==> config.mk <==
export PLATFORM = sky130hd
export DESIGN_NAME = nand5_tester
export DESIGN_NICKNAME = d
export VERILOG_FILES = /design/src/rtl/nand5_tester.sv
export SDC_FILE = /design/constraint.sdc
export NUM_CORES = 1
export LEC_CHECK = 0
export BUFFER_PORTS_ARGS = -buffer_cell sky130_fd_sc_hd__buf_2
export CAP_MARGIN = 20
export CORE_UTILIZATION = 48
export CTS_CLUSTER_SIZE = 10
export DETAILED_ROUTE_END_ITERATION = 10
export PLACE_DENSITY = 0.74
export SLEW_MARGIN = 20
export SYNTH_ARGS = -nofsm -noshare
export SYNTH_HDL_FRONTEND = slang
export SYNTH_SLANG_ARGS = --single-unit
==> constraint.sdc <==
create_clock -name clk -period 2 [get_ports clk]
set_clock_uncertainty 0.1 [all_clocks]
set_input_delay 0.4 -clock clk [delete_from_list [all_inputs] [get_ports clk]]
set_output_delay 0.4 -clock clk [all_outputs]
set_load 0.02 [all_outputs]
==> src/rtl/nand5_tester.sv <==
// Exhaustive stimulus generator and response checker for a WIDTH-input NAND gate.
// Walks every input vector, lets it settle, samples the gate output and tallies mismatches.
module nand5_tester #(
  parameter int unsigned WIDTH         = 5,
  parameter int unsigned SETTLE_CYCLES = 4
) (
  input  logic             clk,
  input  logic             rst_n,
  input  logic             start,
  input  logic             dut_y,
  output logic [WIDTH-1:0] stim,
  output logic             vec_strobe,
  output logic             busy,
  output logic             done,
  output logic             pass,
  output logic [WIDTH:0]   err_count,
  output logic             first_fail_valid,
  output logic [WIDTH-1:0] first_fail_vec
);

  if (SETTLE_CYCLES == 0) begin : g_bad_settle
    $error("SETTLE_CYCLES must be at least 1");
  end

  localparam int unsigned CntW = (SETTLE_CYCLES > 1) ? $clog2(SETTLE_CYCLES) : 1;
  localparam logic [CntW-1:0] CntLast = CntW'(SETTLE_CYCLES - 1);

  typedef enum logic [1:0] {
    StIdle,
    StSettle,
    StSample,
    StDone
  } state_e;

  state_e           state_q, state_d;
  logic [WIDTH-1:0] stim_q, stim_d;
  logic [CntW-1:0]  cnt_q, cnt_d;
  logic [WIDTH:0]   err_q, err_d;
  logic             ffv_q, ffv_d;
  logic [WIDTH-1:0] ffvec_q, ffvec_d;

  logic launch;
  logic stim_last;
  logic expected_y;
  logic mismatch;

  // start is only honoured when no run is in flight
  assign launch     = ((state_q == StIdle) || (state_q == StDone)) && start;
  assign stim_last  = &stim_q;
  assign expected_y = ~(&stim_q);
  assign mismatch   = (dut_y != expected_y);

  // State register
  always_ff @(posedge clk or negedge rst_n) begin
    if (!rst_n) begin
      state_q <= StIdle;
    end else begin
      state_q <= state_d;
    end
  end

  // Next-state logic
  always_comb begin
    state_d = state_q;
    unique case (state_q)
      StIdle, StDone: begin
        if (start) state_d = StSettle;
      end
      StSettle: begin
        if (cnt_q == CntLast) state_d = StSample;
      end
      StSample: begin
        state_d = stim_last ? StDone : StSettle;
      end
      default: state_d = StIdle;
    endcase
  end

  // Datapath next-state: stimulus walk, settle timing and result capture
  always_comb begin
    stim_d  = stim_q;
    cnt_d   = cnt_q;
    err_d   = err_q;
    ffv_d   = ffv_q;
    ffvec_d = ffvec_q;
    if (launch) begin
      stim_d  = '0;
      cnt_d   = '0;
      err_d   = '0;
      ffv_d   = 1'b0;
      ffvec_d = '0;
    end else if (state_q == StSettle) begin
      cnt_d = (cnt_q == CntLast) ? '0 : cnt_q + 1'b1;
    end else if (state_q == StSample) begin
      cnt_d = '0;
      if (mismatch) begin
        err_d = err_q + 1'b1;
        if (!ffv_q) begin
          ffv_d   = 1'b1;
          ffvec_d = stim_q;
        end
      end
      // The final vector stays on the pins so DONE reflects what was last applied
      if (!stim_last) stim_d = stim_q + 1'b1;
    end
  end

  always_ff @(posedge clk or negedge rst_n) begin
    if (!rst_n) begin
      stim_q  <= '0;
      cnt_q   <= '0;
      err_q   <= '0;
      ffv_q   <= 1'b0;
      ffvec_q <= '0;
    end else begin
      stim_q  <= stim_d;
      cnt_q   <= cnt_d;
      err_q   <= err_d;
      ffv_q   <= ffv_d;
      ffvec_q <= ffvec_d;
    end
  end

  // Outputs depend only on registered state, never on dut_y or start directly
  always_comb begin
    vec_strobe       = (state_q == StSample);
    busy             = (state_q == StSettle) || (state_q == StSample);
    done             = (state_q == StDone);
    pass             = (state_q == StDone) && (err_q == '0);
    stim             = stim_q;
    err_count        = err_q;
    first_fail_valid = ffv_q;
    first_fail_vec   = ffvec_q;
  end

endmodule

==> results of run 1 <==
final cells by class:
class,instances,area [um2]
multi-input cells,86,704.4
flip-flops and latches,21,528.0
fillers,180,694.4
well taps,28,35.03
repair buffers,43,265.3
clock buffers,4,26.28
inverters,6,22.52
through the flow:
step	hold WS, ns	util [%]	setup slack [ns]	cells	area, um2
after CTS	0.2679	68.33	-0.08399	187	1555
after global routing	0.2707	69.49	-0.1320	188	1582
after floorplan	0.004409	-	-0.1250	116	1237
final	0.2748	69.49	-0.08088	188	1582
after detailed placement	0.2890	65.64	-0.07800	180	1494
after global placement	0.2777	65.64	-0.03866	180	1494
worst paths after layout:
path	slack [ns]	end	from
max	-0.08	first_fail_vec[2]$_DFFE_PN0P_	stim[1]$_DFFE_PN0P_
min	0.27	cnt_q[1]$_DFFE_PN0P_	start
max reg2reg	-0.08	first_fail_vec[2]$_DFFE_PN0P_	stim[1]$_DFFE_PN0P_
min reg2reg	0.42	first_fail_vec[4]$_DFFE_PN0P_	first_fail_vec[4]$_DFFE_PN0P_
max in group asynchronous	0.97	stim[1]$_DFFE_PN0P_	rst_n
min in group asynchronous	0.47	state_q[1]$_DFFE_PN0P_	rst_n
cells by family (layout without fill, tap and decap cells):
logic type,Yosys count,after routing
AOI/OAI and AO/OA,32,32
xor gates and xnor gates,2,2
adders and majority gates,9,9
buffers and inverters,9,53
DFF,21,21
muxes,3,3
and+or+nand+nor,40,40
synthesized netlist by cell type (all sizes together) (3+ instances only):
cell     n  area [um2]
nor2b    3       18.77
or4      3       26.27
o21ai    4       20.02
clkbuf   3       11.26
a32o     4       40.04
nand3b   3       22.52
nor4     3       18.77
nor2     3       11.26
o211ai   3       22.52
o311ai   3       26.28
nand2b   4       25.02
a21oi    6       30.03
nand3    5       25.02
dfrtp   21       525.5
inv      6       22.52
ha       9       112.6
nand2    6       22.52
sequential cells by signal, summed over array words and instances (netlist names):
register,cells
err_count,6
first_fail_vec,5
stim,5
cnt_q,2
state_q,2
first_fail_valid,1
metal layers:
| metal | up-vias | track usage (%) |
|---|---|---|
| met2 | 36 | 40.60 |
| li1 | 537 | - |
| met4 | 0 | 9.459 |
| met3 | 5 | 3.509 |
| met1 | 534 | 29.42 |
| met5 | - | 0 |
cell usage in the layout (no fill, tap or decap), types with 2 or more instances in the layout:
master | netlist | routed
a22oi_1 | 2 | 2
buf_2 | 0 | 24
o311ai_0 | 3 | 2
buf_4 | 0 | 18
o21ai_0 | 4 | 3
ha_2 | 0 | 2
ha_4 | 0 | 2
nor4_1 | 3 | 2
a21o_1 | 2 | 2
ha_1 | 9 | 5
or4_1 | 2 | 2
o211ai_1 | 3 | 3
nand3_1 | 5 | 5
dfrtp_1 | 21 | 19
dfrtp_2 | 0 | 2
nor2_1 | 3 | 3
nand3b_1 | 3 | 3
nand2b_1 | 4 | 4
a21oi_1 | 6 | 6
a22o_1 | 2 | 2
nor2b_1 | 3 | 3
a31o_2 | 2 | 2
nand4_1 | 2 | 2
clkbuf_4 | 0 | 3
a32o_1 | 4 | 4
inv_1 | 5 | 5
nand2_1 | 6 | 6
mux2i_1 | 2 | 2
timing repair:
item / in CTS / in global routing
resized for setup: 1 / 6
hold buffers: 1 / 0
endpoints found under the hold margin: 21 / 0
setup endpoints to repair: 8 / 14
setup buffers: 2 / 1
power by group:
group          switching (mW)  internal (mW)
combinational           0.690          0.550
clock                   0.129         0.0779
sequential              0.154          0.561
total                   0.973           1.19
==> reports/metrics.cfg, run 1 <==
[cells_and_area]
finalNetCount = 174
drive_gt1_share_pct = 38.75
syn2layout_area_growth_pct = 32.22
antenna_cells = 0

[timing]
max_freq_ghz = 0.4806
max_slew_margin_pct = 67.26
fin_tns_setup_ns = -0.4074
finalSetupViolations = 7
worstMarginPinSlew_ns = 0.4911
slew_violations = 0
fin_crit_ns = 2.081
period_share_pct = 104.0
grt_setup_unrepaired = true
final_hold_viol_count = 0
layout_setup_ws_ns = -0.08088

[clocking]
htreeDepth = 1
cts_tree = done
root_buffer = clkbuf_4
cts_buffer_depth = 2
cts_buffers = 3
worstSkewPairLatency_ns = 0.31
path_clk_slew_ns = 0.12
clkSinkCount = 21

[detailed_routing]
totalWireLength_um = 2814
drt_iter0_drc = 19
wire_per_inst_um = 14.97
dr.pass1.iters = 4
via_per_inst = 5.915
vias = 1112
route.detailed.drc = 0
wl_met1_um = 1208
met3RoutedLength_um = 126
postRouteAntennaNets = 0
top_layer = met4
dr_wl_met2_um = 1436

[global_routing]
antenna_found_initial = 0
grt-ovfl-total = 0
grt_pass1_vias = 1034
grt_pass1_wl_um = 4636
grt_max_degree = 22
grtUsageTotal_pct = 23.65

[worst_setup_path]
path_max_fanout = 5
cp_cell_sequence = ha_4 -> and3_4 -> ha_4 -> xor2_4 -> or4_4 -> a32o_1
cp.required_ns = 2.11
crit_path_frequent_cell = ha_4
criticalPathCategory = register to register
arrival_ns = 2.19
r2r_cells = 6
start_kind = register
cp.depth = 6
cpPeakStageDelay_ns = 0.46
cp_num_buf_inv = 0
cp-end-kind = register
cpLargestDelayFamily = simple AND/OR/NAND/NOR gates
cpMaxStageDelayCell = or4_4

[logic_synthesis]
synthAdderAreaFrac_pct = 9.414
netlist_instances = 116
synth_cell_types = 39
async_reset_ff_share_pct = 100.0
synth_ff_type = dfrtp_1
postSynthAreaPerCell_um2 = 10.31
syn-num-nets = 129
synth-edff-count = 0
synth_seq_area_share_pct = 43.93
synth_xor_area_share_pct = 1.464
ys_warn_count = 0
syn_area_um2 = 1196
synth_mux_area_share_pct = 2.615
synth-simple-area-share_pct = 20.19
synth_compound_area_share_pct = 19.56
ys_ff_latch = 21
synth_top_family_by_area = simple AND/OR/NAND/NOR gates

[floorplan]
boundaryPins = 25
die_y_um = 51.92
coreArea_um2 = 2276
row_count = 17
die_x_um = 51.92
start_util_pct = 52.56
die_area_um2 = 2696

[run_status]
status = finished with violations
failed_checks = setup timing

[power_and_ir_drop]
p_per_area_nw_per_um2 = 1366
irDropWorstVdd_v = 0.0007699
p_leak_nw = 0.7567
power_mw = 2.161

[flow_run]
drv_cap = 0

[placed_design]
hpwl_um = 2062
gp_congestion = 0.8475
io_buffers = 24

[min_path]
hp-class = input pin to register
hold_depth = 2

Note: power is estimated with default switching activity, not from simulation.
==> run 2, diff against run 1 <==
- SKIP_LAST_GASP: unset -> 1
==> reports/metrics.cfg, run 2 (same netlist as run 1, synthesis figures left out) <==
[run_status]
status = finished with violations
failed_checks = setup timing

[placed_design]
hpwl_um = 2062  ; unchanged
io_buffers = 24  ; unchanged
dpl.cell_count = 180  ; unchanged
gp_congestion = 0.8475  ; unchanged
post-place-ws_ns = -0.07800  ; unchanged

[cells_and_area]
final_cell_mix = buf_2, dfrtp_1, buf_4
syn2layout_area_growth_pct = 32.22  ; unchanged
final_cells = 188  ; unchanged
antenna_cells = 0  ; unchanged
multi_input_area_um2 = 704.4  ; unchanged
largest_register_ffs = 6  ; unchanged
final_util_pct = 69.49  ; unchanged
finalNetCount = 174  ; unchanged
drive_gt1_share_pct = 38.75  ; unchanged
mostFrequentLayoutCell = buf_2
seqCellArea_um2 = 528.0  ; unchanged
n_fill_cell = 180  ; unchanged

[clocking]
cts_buffers = 3  ; unchanged
worstSkewPairLatency_ns = 0.31  ; about the same
root_buffer = clkbuf_4
path_clk_slew_ns = 0.12  ; about the same
htreeDepth = 1  ; unchanged
cts_tree = done
clkSinkCount = 21  ; unchanged
cts_buffer_depth = 2  ; unchanged

[floorplan]
boundaryPins = 25  ; unchanged
row_count = 17  ; unchanged
coreArea_um2 = 2276  ; unchanged
die_x_um = 51.92  ; unchanged
die_y_um = 51.92  ; unchanged
die_area_um2 = 2696  ; unchanged
start_util_pct = 52.56  ; unchanged

[flow_run]
drv_cap = 0  ; unchanged

[global_routing]
grt_pass1_vias = 1034  ; unchanged
gr-usage-met2_pct = 40.60  ; unchanged
grt_pass1_wl_um = 4636  ; unchanged
antenna_found_initial = 0  ; unchanged
grt-ovfl-total = 0  ; unchanged
grtUsageMet1_pct = 29.42  ; unchanged
use_met3_pct = 3.509  ; unchanged
grt_max_degree = 22  ; unchanged
grtUsageTotal_pct = 23.65  ; unchanged
top_usage_layer = met2

[worst_setup_path]
cp-end-kind = register
path_max_fanout = 5  ; unchanged
criticalPathCategory = register to register
cp.required_ns = 2.11  ; about the same
start_kind = register
arrival_ns = 2.19  ; about the same

[timing]
fin_tns_setup_ns = -0.4073  ; +0.0001160 ns
worstMarginPinSlew_ns = 0.4911  ; unchanged
final_hold_viol_count = 0  ; unchanged
grt_setup_unrepaired = true
max_freq_ghz = 0.4806  ; about the same
finalSetupViolations = 7  ; unchanged
slew_violations = 0  ; unchanged
fin_crit_ns = 2.081  ; -0.00001930 ns
max_slew_margin_pct = 67.26  ; unchanged
layout_setup_ws_ns = -0.08086  ; +0.00001930 ns
period_share_pct = 104.0  ; about the same

[detailed_routing]
route.detailed.drc = 0  ; unchanged
vias = 1113  ; +0.090%
totalWireLength_um = 2813  ; about the same
dr.pass1.iters = 4  ; unchanged
postRouteAntennaNets = 0  ; unchanged
drt_iter0_drc = 19  ; unchanged
wire_per_inst_um = 14.96  ; about the same
via_per_inst = 5.920  ; about the same

[power_and_ir_drop]
irDropWorstVdd_v = 0.0007699  ; about the same
p_per_area_nw_per_um2 = 1365  ; -0.12%
p_leak_nw = 0.7565  ; about the same

[min_path]
hp-class = input pin to register

run 2: changes by cell type in the layout (fill, tap and decap cells not counted):
| cell | previous run | this run |
|---|---|---|
| o21ai_1 | 1 | 0 |
| o21ai_0 | 3 | 4 |
run 2: where the power goes:
group / switching, mW / leakage [nW] / internal (mW) / total [mW]
clock: 0.129 / 0.0150 / 0.0779 / 0.207
sequential: 0.154 / 0.261 / 0.561 / 0.715
combinational: 0.688 / 0.480 / 0.549 / 1.24
run 2: worst paths after layout:
check / startpoint / end / slack [ns] / cells past startpoint
setup / recovery: stim[1]$_DFFE_PN0P_ / first_fail_vec[2]$_DFFE_PN0P_ / -0.08 / 6
hold / removal: start / cnt_q[1]$_DFFE_PN0P_ / 0.27 / 2
setup reg to reg: stim[1]$_DFFE_PN0P_ / first_fail_vec[2]$_DFFE_PN0P_ / -0.08 / 6
hold reg to reg: first_fail_vec[4]$_DFFE_PN0P_ / first_fail_vec[4]$_DFFE_PN0P_ / 0.42 / 1
max in group asynchronous: rst_n / stim[1]$_DFFE_PN0P_ / 0.97 / 2
min in group asynchronous: rst_n / state_q[1]$_DFFE_PN0P_ / 0.47 / 2
run 2: layout make-up:
class | count | share of cell area, %
Multi-Input combinational cell | 86 | 44.54
Sequential cell | 21 | 33.39
Timing Repair Buffer | 43 | 16.77
Tap cell | 28 | 2.215
Clock buffer | 4 | 1.661
Inverter | 6 | 1.424
run 2: what timing repair did:
action | CTS | global route
hold buffers | 1 | 0
resized for setup | 1 | 5
endpoints found under the hold margin | 21 | 0
endpoints found under the setup margin | 8 | 14
buffers inserted | 2 | 1
run 2: metal layers:
layer | vias to the layer above | part of all wire (%)
met3 | 5 | 4.5
li1 | 537 | -
met4 | 0 | 1.5
met5 | - | 0
met1 | 535 | 43
met2 | 36 | 51
run 2: per-stage QoR:
step | instance area [um2] | power, mW | hold WS [ns]
global route | 1582 | 2.354 | 0.2707
finish | 1582 | 2.158 | 0.2748
CTS | 1555 | 2.146 | 0.2679
detailed placement | 1494 | 1.898 | 0.2890
global placement | 1494 | 1.850 | 0.2777
floorplan | 1237 | 1.469 | 0.004409
run 2: critical path, stage by stage, from the launching register on:
cell     delay (ns)
dfrtp_2        0.45
ha_4           0.16
and3_4         0.18
ha_4           0.18
xor2_4         0.18
or4_4          0.46
a32o_1         0.26
==> run 3, diff against run 2 <==
- PLACE_DENSITY: 0.74 -> 0.75
==> reports/metrics.cfg, run 3 (same netlist as run 1, synthesis figures left out) <==
[timing]
finalSetupViolations = 5  ; -2
worstMarginPinSlew_ns = 0.4835  ; -0.007625 ns
max_freq_ghz = 0.4862  ; +1.2%
max_slew_margin_pct = 67.77  ; +0.51 points
whs_ns = 0.2759  ; +0.001146 ns
fin_tns_setup_ns = -0.2567  ; +0.1506 ns
period_share_pct = 102.8  ; -1.2 points
final_hold_viol_count = 0  ; unchanged
layout_setup_ws_ns = -0.05659  ; +0.02427 ns
grt_setup_unrepaired = true
fin_crit_ns = 2.057  ; -0.02427 ns
slew_violations = 0  ; unchanged

[global_routing]
grt_pass1_wl_um = 4816  ; +3.9%
grtUsageTotal_pct = 24.44  ; +0.79 points
grt_pass1_vias = 1103  ; +6.7%
antenna_found_initial = 0  ; unchanged
grt-ovfl-total = 0  ; unchanged
grt_max_degree = 22  ; unchanged

[cells_and_area]
final_cell_mix = buf_2, dfrtp_1, buf_4
drive_gt1_share_pct = 37.34  ; -1.4 points
multi_input_area_um2 = 704.4  ; unchanged
finalNetCount = 172  ; -1.1%
final_util_pct = 68.88  ; -0.60 points
antenna_cells = 0  ; unchanged
largest_register_ffs = 6  ; unchanged
final_cells = 186  ; -1.1%
mostFrequentLayoutCell = buf_2
seqCellArea_um2 = 528.0  ; unchanged
n_fill_cell = 182  ; +1.1%
syn2layout_area_growth_pct = 31.07

[floorplan]
row_count = 17  ; unchanged
start_util_pct = 52.56  ; unchanged
coreArea_um2 = 2276  ; unchanged
die_y_um = 51.92  ; unchanged
die_area_um2 = 2696  ; unchanged
boundaryPins = 25  ; unchanged
die_x_um = 51.92  ; unchanged

[placed_design]
dpl.cell_count = 179  ; -0.56%
gp_congestion = 0.8321  ; -1.8%
io_buffers = 24  ; unchanged
hpwl_um = 2105  ; +2.1%

[clocking]
clkSinkCount = 21  ; unchanged
htreeDepth = 1  ; unchanged
path_clk_slew_ns = 0.12  ; about the same
cts_buffers = 3  ; unchanged
root_buffer = clkbuf_4
cts_buffer_depth = 2  ; unchanged
worstSkewPairLatency_ns = 0.31  ; about the same
cts_tree = done

[min_path]
hp-class = input pin to register

[power_and_ir_drop]
p_leak_nw = 0.7445  ; -1.6%
p_per_area_nw_per_um2 = 1376  ; +0.80%
power_mw = 2.157  ; about the same
irDropWorstVdd_v = 0.0007940  ; +3.1%

[detailed_routing]
route.detailed.drc = 0  ; unchanged
via_per_inst = 5.828  ; -1.6%
vias = 1084  ; -2.6%
drt_iter0_drc = 14  ; -5
dr.pass1.iters = 4  ; unchanged
totalWireLength_um = 2857  ; +1.6%
wire_per_inst_um = 15.36  ; +2.7%
postRouteAntennaNets = 0  ; unchanged

[worst_setup_path]
cp-end-kind = register
start_kind = register
arrival_ns = 2.17  ; -0.02 ns
path_max_fanout = 5  ; unchanged
cp.required_ns = 2.11  ; about the same
criticalPathCategory = register to register

[run_status]
failed_checks = setup timing
status = finished with violations

[flow_run]
drv_cap = 0  ; unchanged

-- run 3: cell types whose count changed in the layout (fill, tap and decap cells not counted) --
cell / before / now
buf_4: 18 / 16
clkbuf_1: 1 / 0
clkinv_2: 0 / 1
ha_1: 5 / 6
ha_2: 2 / 0
ha_4: 2 / 3
xnor2_1: 0 / 1
xnor2_2: 1 / 0
-- run 3: power by group --
group / switching (mW) / internal, mW
clock network: 0.132 / 0.0747
logic: 0.695 / 0.537
registers: 0.157 / 0.561
-- run 3: final timing paths --
path / slack (ns) / to / from / cells past startpoint
worst max-delay path: -0.06 / first_fail_vec[2]$_DFFE_PN0P_ / stim[1]$_DFFE_PN0P_ / 6
worst min-delay path: 0.28 / cnt_q[0]$_DFFE_PN0P_ / start / 2
worst max register to register: -0.06 / first_fail_vec[2]$_DFFE_PN0P_ / stim[1]$_DFFE_PN0P_ / 6
worst min register to register: 0.43 / first_fail_vec[4]$_DFFE_PN0P_ / first_fail_vec[4]$_DFFE_PN0P_ / 1
max in group asynchronous: 0.98 / stim[1]$_DFFE_PN0P_ / rst_n / 2
min in group asynchronous: 0.47 / state_q[1]$_DFFE_PN0P_ / rst_n / 2
-- run 3: timing repair --
action                                  CTS  global route
endpoints found under the setup margin    8            14
hold endpoints to repair                 21             0
cloned                                    0             0
pin swaps                                 1             0
setup buffers                             1             1
hold buffers                              1             0
resized for setup                         1             3
-- run 3: area by class of cell --
class,count,area share (%)
multi-input combinational,86,44.93
sequential,21,33.68
timing repair buffer,41,15.96
tap,28,2.235
clock buffer,3,1.437
inverter,6,1.437
clock inverter,1,0.3192
-- run 3: worst max-delay path, stage by stage, from the launching register on --
cell     delay (ns)
dfrtp_2        0.44
ha_4           0.16
and3_4         0.18
ha_4           0.18
xor2_4         0.19
or4_4          0.46
a32o_1         0.26
-- run 3: layer usage --
metal  share of wire [%]  vias up  global-route usage (%)  routed length, um
li1                    -      529                       -                  -
met1                  44      522                   29.34               1256
met2                  51       27                   42.74               1465
met3                 3.4        6                   3.801                 97
met4                 1.3        0                   10.36                 38
met5                   0        -                       0                  0
-- run 3: through the flow --
stage / worst slack (ns) / cell area [um2]
global route: -0.1119 / 1568
finish: -0.05659 / 1568
floorplan: -0.1250 / 1237
global placement: -0.03791 / 1486
CTS: -0.06857 / 1541
detailed placement: -0.04980 / 1486
